`src/rtl/lsu_ram_port_pkg.sv`:
```
// ---------------------------------------------------------------------------
// lsu_ram_port_pkg : lane masks, funct3 encodings and FSM states for the LSU
// Revision: 1.0
// ---------------------------------------------------------------------------
`default_nettype none

package lsu_ram_port_pkg;

  localparam logic [3:0] BYTE        = 4'b0001;
  localparam logic [3:0] HALFWORD    = 4'b0011;
  localparam logic [3:0] THREEQUATER = 4'b0111;
  localparam logic [3:0] FULLWORD    = 4'b1111;

  localparam logic [2:0] F3_B  = 3'd0;
  localparam logic [2:0] F3_H  = 3'd1;
  localparam logic [2:0] F3_W  = 3'd2;
  localparam logic [2:0] F3_BU = 3'd4;
  localparam logic [2:0] F3_HU = 3'd5;

  typedef enum logic [1:0] {
    IDLE  = 2'd0,
    ISSUE = 2'd1,
    RESP  = 2'd2
  } state_t;

endpackage

`default_nettype wire

```
`src/rtl/lsu_ram_port_decode.sv`:
```
// ---------------------------------------------------------------------------
// lsu_ram_port_decode : funct3/we/addr -> lane mask, sign, byte count, fault
// Revision: 1.0
// ---------------------------------------------------------------------------
`default_nettype none

module lsu_ram_port_decode
  import lsu_ram_port_pkg::*;
#(
  parameter int W  = 32,
  parameter int AW = 8,
  parameter int L  = 4
) (
  input  logic         we,
  input  logic [2:0]   funct3,
  input  logic [W-1:0] addr,
  output logic [L-1:0] mask,
  output logic         sign,
  output logic [2:0]   nbytes,
  output logic         fault
);

  localparam int EW = AW + 1;

  logic          illegal;
  logic          high_bits;
  logic [AW:0]   last_byte;

  always_comb begin
    mask    = '0;
    sign    = 1'b0;
    nbytes  = 3'd0;
    illegal = 1'b0;
    case (funct3)
      F3_B:  begin mask = L'(BYTE);     nbytes = 3'd1; sign = ~we; end
      F3_H:  begin mask = L'(HALFWORD); nbytes = 3'd2; sign = ~we; end
      F3_W:  begin mask = L'(FULLWORD); nbytes = 3'd4; end
      F3_BU: begin
        if (we) illegal = 1'b1;
        else begin mask = L'(BYTE); nbytes = 3'd1; end
      end
      F3_HU: begin
        if (we) illegal = 1'b1;
        else begin mask = L'(HALFWORD); nbytes = 3'd2; end
      end
      default: illegal = 1'b1;
    endcase
  end

  // One extra bit on the sum exposes any access that would run past the top byte.
  assign last_byte = {1'b0, addr[AW-1:0]} + EW'(nbytes) - EW'(1);
  assign high_bits = |addr[W-1:AW];
  assign fault     = illegal | high_bits | last_byte[AW];

endmodule

`default_nettype wire

```
`src/rtl/lsu_ram_port.sv`:
```
// ---------------------------------------------------------------------------
// lsu_ram_port : single-outstanding load/store initiator to the data RAM
// Revision: 1.0
// ---------------------------------------------------------------------------
`default_nettype none

module lsu_ram_port
  import lsu_ram_port_pkg::*;
#(
  parameter int W  = 32,
  parameter int AW = 8,
  parameter int L  = 4
) (
  input  logic         clk,
  input  logic         rst_n,
  input  logic         req_valid,
  output logic         req_ready,
  input  logic         req_we,
  input  logic [2:0]   req_funct3,
  input  logic [W-1:0] req_addr,
  input  logic [W-1:0] req_wdata,
  output logic         rsp_valid,
  input  logic         rsp_ready,
  output logic [W-1:0] rsp_rdata,
  output logic         rsp_fault,
  output logic [W-1:0] ram_addr,
  output logic [W-1:0] ram_wdat,
  output logic         ram_we,
  output logic         ram_re,
  output logic [L-1:0] ram_type,
  output logic         sign,
  input  logic [W-1:0] data_reg
);

  state_t       state;
  logic         we_q;
  logic [2:0]   nbytes_q;

  logic [L-1:0] dec_mask;
  logic         dec_sign;
  logic [2:0]   dec_nbytes;
  logic         dec_fault;

  lsu_ram_port_decode #(
    .W  (W),
    .AW (AW),
    .L  (L)
  ) u_decode (
    .we     (req_we),
    .funct3 (req_funct3),
    .addr   (req_addr),
    .mask   (dec_mask),
    .sign   (dec_sign),
    .nbytes (dec_nbytes),
    .fault  (dec_fault)
  );

  function automatic logic [W-1:0] extend(input logic [W-1:0] d,
                                          input logic [2:0]   nb,
                                          input logic         s);
    logic [W-1:0] r;
    r = d;
    case (nb)
      3'd1:    r = {{(W-8){s & d[7]}}, d[7:0]};
      3'd2:    r = {{(W-16){s & d[15]}}, d[15:0]};
      default: r = d;
    endcase
    return r;
  endfunction

  // A store strobe still high when reset arrives must not reach the RAM edge.
  assign ram_we = we_q & rst_n;

  always_ff @(posedge clk) begin
    if (!rst_n) begin
      state     <= IDLE;
      req_ready <= 1'b1;
      rsp_valid <= 1'b0;
      rsp_fault <= 1'b0;
      rsp_rdata <= '0;
      ram_addr  <= '0;
      ram_wdat  <= '0;
      we_q      <= 1'b0;
      ram_re    <= 1'b0;
      ram_type  <= '0;
      sign      <= 1'b0;
      nbytes_q  <= 3'd0;
    end else begin
      case (state)
        IDLE: begin
          if (req_valid && req_ready) begin
            req_ready <= 1'b0;
            rsp_rdata <= '0;
            if (dec_fault) begin
              state     <= RESP;
              rsp_valid <= 1'b1;
              rsp_fault <= 1'b1;
            end else begin
              state     <= ISSUE;
              rsp_fault <= 1'b0;
              ram_addr  <= req_addr;
              ram_wdat  <= req_wdata;
              we_q      <= req_we;
              ram_re    <= ~req_we;
              ram_type  <= dec_mask;
              sign      <= dec_sign;
              nbytes_q  <= dec_nbytes;
            end
          end
        end
        ISSUE: begin
          state     <= RESP;
          rsp_valid <= 1'b1;
          rsp_rdata <= we_q ? '0 : extend(data_reg, nbytes_q, sign);
          ram_addr  <= '0;
          ram_wdat  <= '0;
          we_q      <= 1'b0;
          ram_re    <= 1'b0;
          ram_type  <= '0;
          sign      <= 1'b0;
        end
        RESP: begin
          if (rsp_ready) begin
            state     <= IDLE;
            rsp_valid <= 1'b0;
            rsp_fault <= 1'b0;
            rsp_rdata <= '0;
            req_ready <= 1'b1;
          end
        end
        default: state <= IDLE;
      endcase
    end
  end

endmodule

`default_nettype wire

```
`config.mk`:
```
export PLATFORM = sky130hd
export DESIGN_NAME = lsu_ram_port
export DESIGN_NICKNAME = d
export VERILOG_FILES = /design/src/rtl/lsu_ram_port_pkg.sv /design/src/rtl/lsu_ram_port_decode.sv /design/src/rtl/lsu_ram_port.sv
export SDC_FILE = /design/constraint.sdc
export NUM_CORES = 1
export LEC_CHECK = 0
export ABC_AREA = 0
export CAP_MARGIN = 20
export CORE_ASPECT_RATIO = 0.9
export CORE_MARGIN = 2
export CORE_UTILIZATION = 46
export DETAILED_ROUTE_END_ITERATION = 8
export PLACE_DENSITY = 0.86
export SLEW_MARGIN = 20
export SYNTH_ARGS = -nofsm -noshare
export SYNTH_HDL_FRONTEND = slang
export SYNTH_HIERARCHICAL = 1
export SYNTH_SLANG_ARGS = --single-unit
```
`constraint.sdc`:
```
create_clock -name clk -period 5.05 [get_ports clk]
set_input_delay 1.2625 -clock clk [delete_from_list [all_inputs] [get_ports clk]]
set_output_delay 1.2625 -clock clk [all_outputs]
set_load 0.05 [all_outputs]
```
==> results.md <==
* Worst stage delay on the critical path at 600 ps
* Max VDD drop at 0.283 mV
* Worst path required time at 5320 ps
* Routed vias at 4640
* Largest area contributor in the netlist: dfxtp_1
* Skew final at 5.20 ps
* Max Cap Viol at 0
* Port Buffer Count at 209
* Area growth from synthesis to layout at 47.1%
* Cts hold-fix bufs at 0
* Longest Clk Path Bufs at 2
* Avg Inst Size Synth at 9.04 um2
* WHS Endpoint: ram_addr[17]$_SDFFE_PN0P_
* Post-CTS Setup Inserts at 0
* Slew HR at 40.1%
* Initial Util at 47.7%
* DRT Wirelength at 14100 um
* Power Density at 238 nW/um2
* Worst-path cell chain: clkdlybuf4s50_1 > a21oi_1 > nand2_1 > ha_1 > inv_1 > ha_1 > nor2b_1 > o21ai_0 > a2111oi_2 > or3_1 > nand3_1 > nand3b_2 > a21oi_4 > buf_4 > nand3_1 > a21boi_1
* Wire length per cell at 16.3 um
* Min-delay src: ram_addr[17]$_SDFFE_PN0P_
* CTS tree: yes
* Post-synth cell types at 42
* Clock Latency Late Sink at 340 ps
* FP Rows at 35
* Post-layout util at 70.1%
* Nets at 839
* Via count of the first global-routing pass at 4556
* Total GRT Usage at 24.0%
* Setup violators final at 0
* Setup TNS at 0 ps
* Final Hold Viols at 0
* Hold Slack at 451 ps
* Worst setup SP type: input pin
* Crit. path cell count at 16
* Vert. Die Dim at 102 um
* First-pass DRT Iterations at 7
* Status: finished, violations left
* Count leader, synth: dfxtp_1
* Largest cells by area after synthesis: dfxtp_1 45%, a21boi_1 14%, nand3_1 7.3%, nand2_1 6.8%, nor2b_1 2.8%
* Core ar. at 10300 um2
* Clock sinks at 111
* Yosys Warn Count at 6
* Post_cts resized at 0
* Static Leak at 2.48 nW
* FF+latch count, synth at 111
* Max Slew Vio Count at 0
* RSZ-0062 raised after global routing: false
* Root Buffer: clkbuf_16
* Post-synth EDFFs at 0
* Via density at 5.39
* First-pass GRT wire length at 22200 um
* Die width at 113 um
* Crit Reg-Reg Startpoint: state[1]$_SDFFE_PN0P_
* Ys flop type: dfxtp_1
* Final GP Congestion at 0.843
* Largest net degree at the start of global routing at 112
* Post-synthesis instance area at 4930 um2
* Initial DRC count at 192
* Final ANT Viol Nets at 0
* Failing checks: design-rule violations
* Top Family by Delay on Critical Path: compound AO/OA/AOI/OAI gates
* Synth Net Count at 657
* I/O Pins at 210
* Synth cell count leaders: 111 x dfxtp_1, 90 x a21boi_1, 89 x nand2_1
* Setup CP Type: input pin to flip-flop
* Critical Path Sink Type: flip-flop
* ANT cells at 0
* Reg2Reg Setup Slack at 2770 ps
* Slew @ Worst Pin at 898 ps
* GRT overflow at 0
* Hold Path Class: flip-flop to flip-flop
* Register area share after synthesis at 45.1%
* Worst endpoint data arrival time at 4650 ps
* Peak Freq at 228 MHz
* DR DRC count at 8
* Ys async rst share at 0%
* Worst R2R End: ram_wdat[21]$_SDFFE_PN0P_
* Crit Path Max Fanout at 21
* Worst R2R Path Depth at 5
* Worst-path clk slew at 70 ps
* CTS Buf Count at 9
* Period utilization at 86.9%
* DIE AREA at 11600 um2
* Detailed Place HPWL at 9960 um
* Gate Count Post-Synth at 545
* Share of the synthesized area in the top cell type at 45.1%
* Slowest CP cell: clkdlybuf4s50_1
* Hold depth at 2
* Fraction of layout cells with a size suffix above 1 at 6.56%
* Fin crit period at 4390 ps
* # H-tree levels at 3
* WP buf/inv at 3
* Initial antenna violation count at 0
registers in the layout, summed over array words and instances, names as in the netlist:
register   cells
nbytes_q       3
ram_wdat      32
req_ready      1
rsp_valid      1
ram_addr      32
ram_re         1
sign           1
state          2
we_q           1
rsp_fault      1
rsp_rdata     32
ram_type       4
power by group:
group | switching, W | internal, W
registers | 0.00000616 | 0.000878
logic | 0.0000750 | 0.000105
clock network | 0.000311 | 0.000348
layer usage:
layer  part of all wire (%)  vias to the layer above  track usage (%)
met1                     40                     2223             27.4
met4                    1.2                        0             7.97
met5                      0                        -                0
met2                     51                      156             41.7
li1                       -                     2247                -
met3                    7.9                       14             9.07
tightest hold or removal path, cell delays in order, from the launching register on:
cell and delay (ps):
dfxtp_1 310, nand2_1 50, a21boi_1 50
per-stage QoR:
step	total power, W	instances	setup slack [ps]	cell area [um2]
after detailed placement	0.00108	845	346	6970
after global routing	0.00179	861	433	7240
after CTS	0.00174	861	677	7240
final	0.00172	861	662	7240
after global placement	0.00108	845	546	6970
after floorplan	0.000982	545	1240	4930
worst max path at each step:
stage	start	slack (ps)	endpoint
floorplan	req_funct3[0]	1240	ram_addr[19]$_SDFFE_PN0P_
global placement	req_funct3[0]	550	ram_wdat[8]$_SDFFE_PN0P_
detailed placement	req_we	350	ram_wdat[22]$_SDFFE_PN0P_
CTS	req_funct3[2]	680	ram_type[0]$_SDFFE_PN0P_
global route	req_funct3[2]	430	sign$_SDFFE_PN0P_
finish	req_we	660	ram_type[0]$_SDFFE_PN0P_
kinds of logic after synthesis:
group                      Yosys count  share of synthesized area, %
xor gates and xnor gates             1                         0.178
DFF                                111                          45.1
buffers and inverters               60                          6.78
and+or+nand+nor                    213                          21.3
adders and majority gates            8                          2.03
muxes                                4                         0.838
AOI/OAI and AO/OA                  148                          23.8
cells in the final DEF (no fill, tap or decap), types with 10 or more instances in the layout:
cell	Yosys	layout
a21boi_1	90	90
dfxtp_1	111	111
nand2_1	89	88
nand3_1	72	72
a22oi_1	14	14
inv_1	15	15
clkdlybuf4s50_1	0	208
a22oi_2	10	10
o21ai_0	15	15
nor2b_1	22	22
cell type report:
type                       count  area [um2]
inverter                      16        60.1
clock inverter                 5        33.8
clock buffer                  11         243
multi-input combinational    374        2380
sequential                   111        2220
fill                         828        3090
tap                          129         161
timing repair buffer         215        2140
Power figures use the tool's default switching activity.
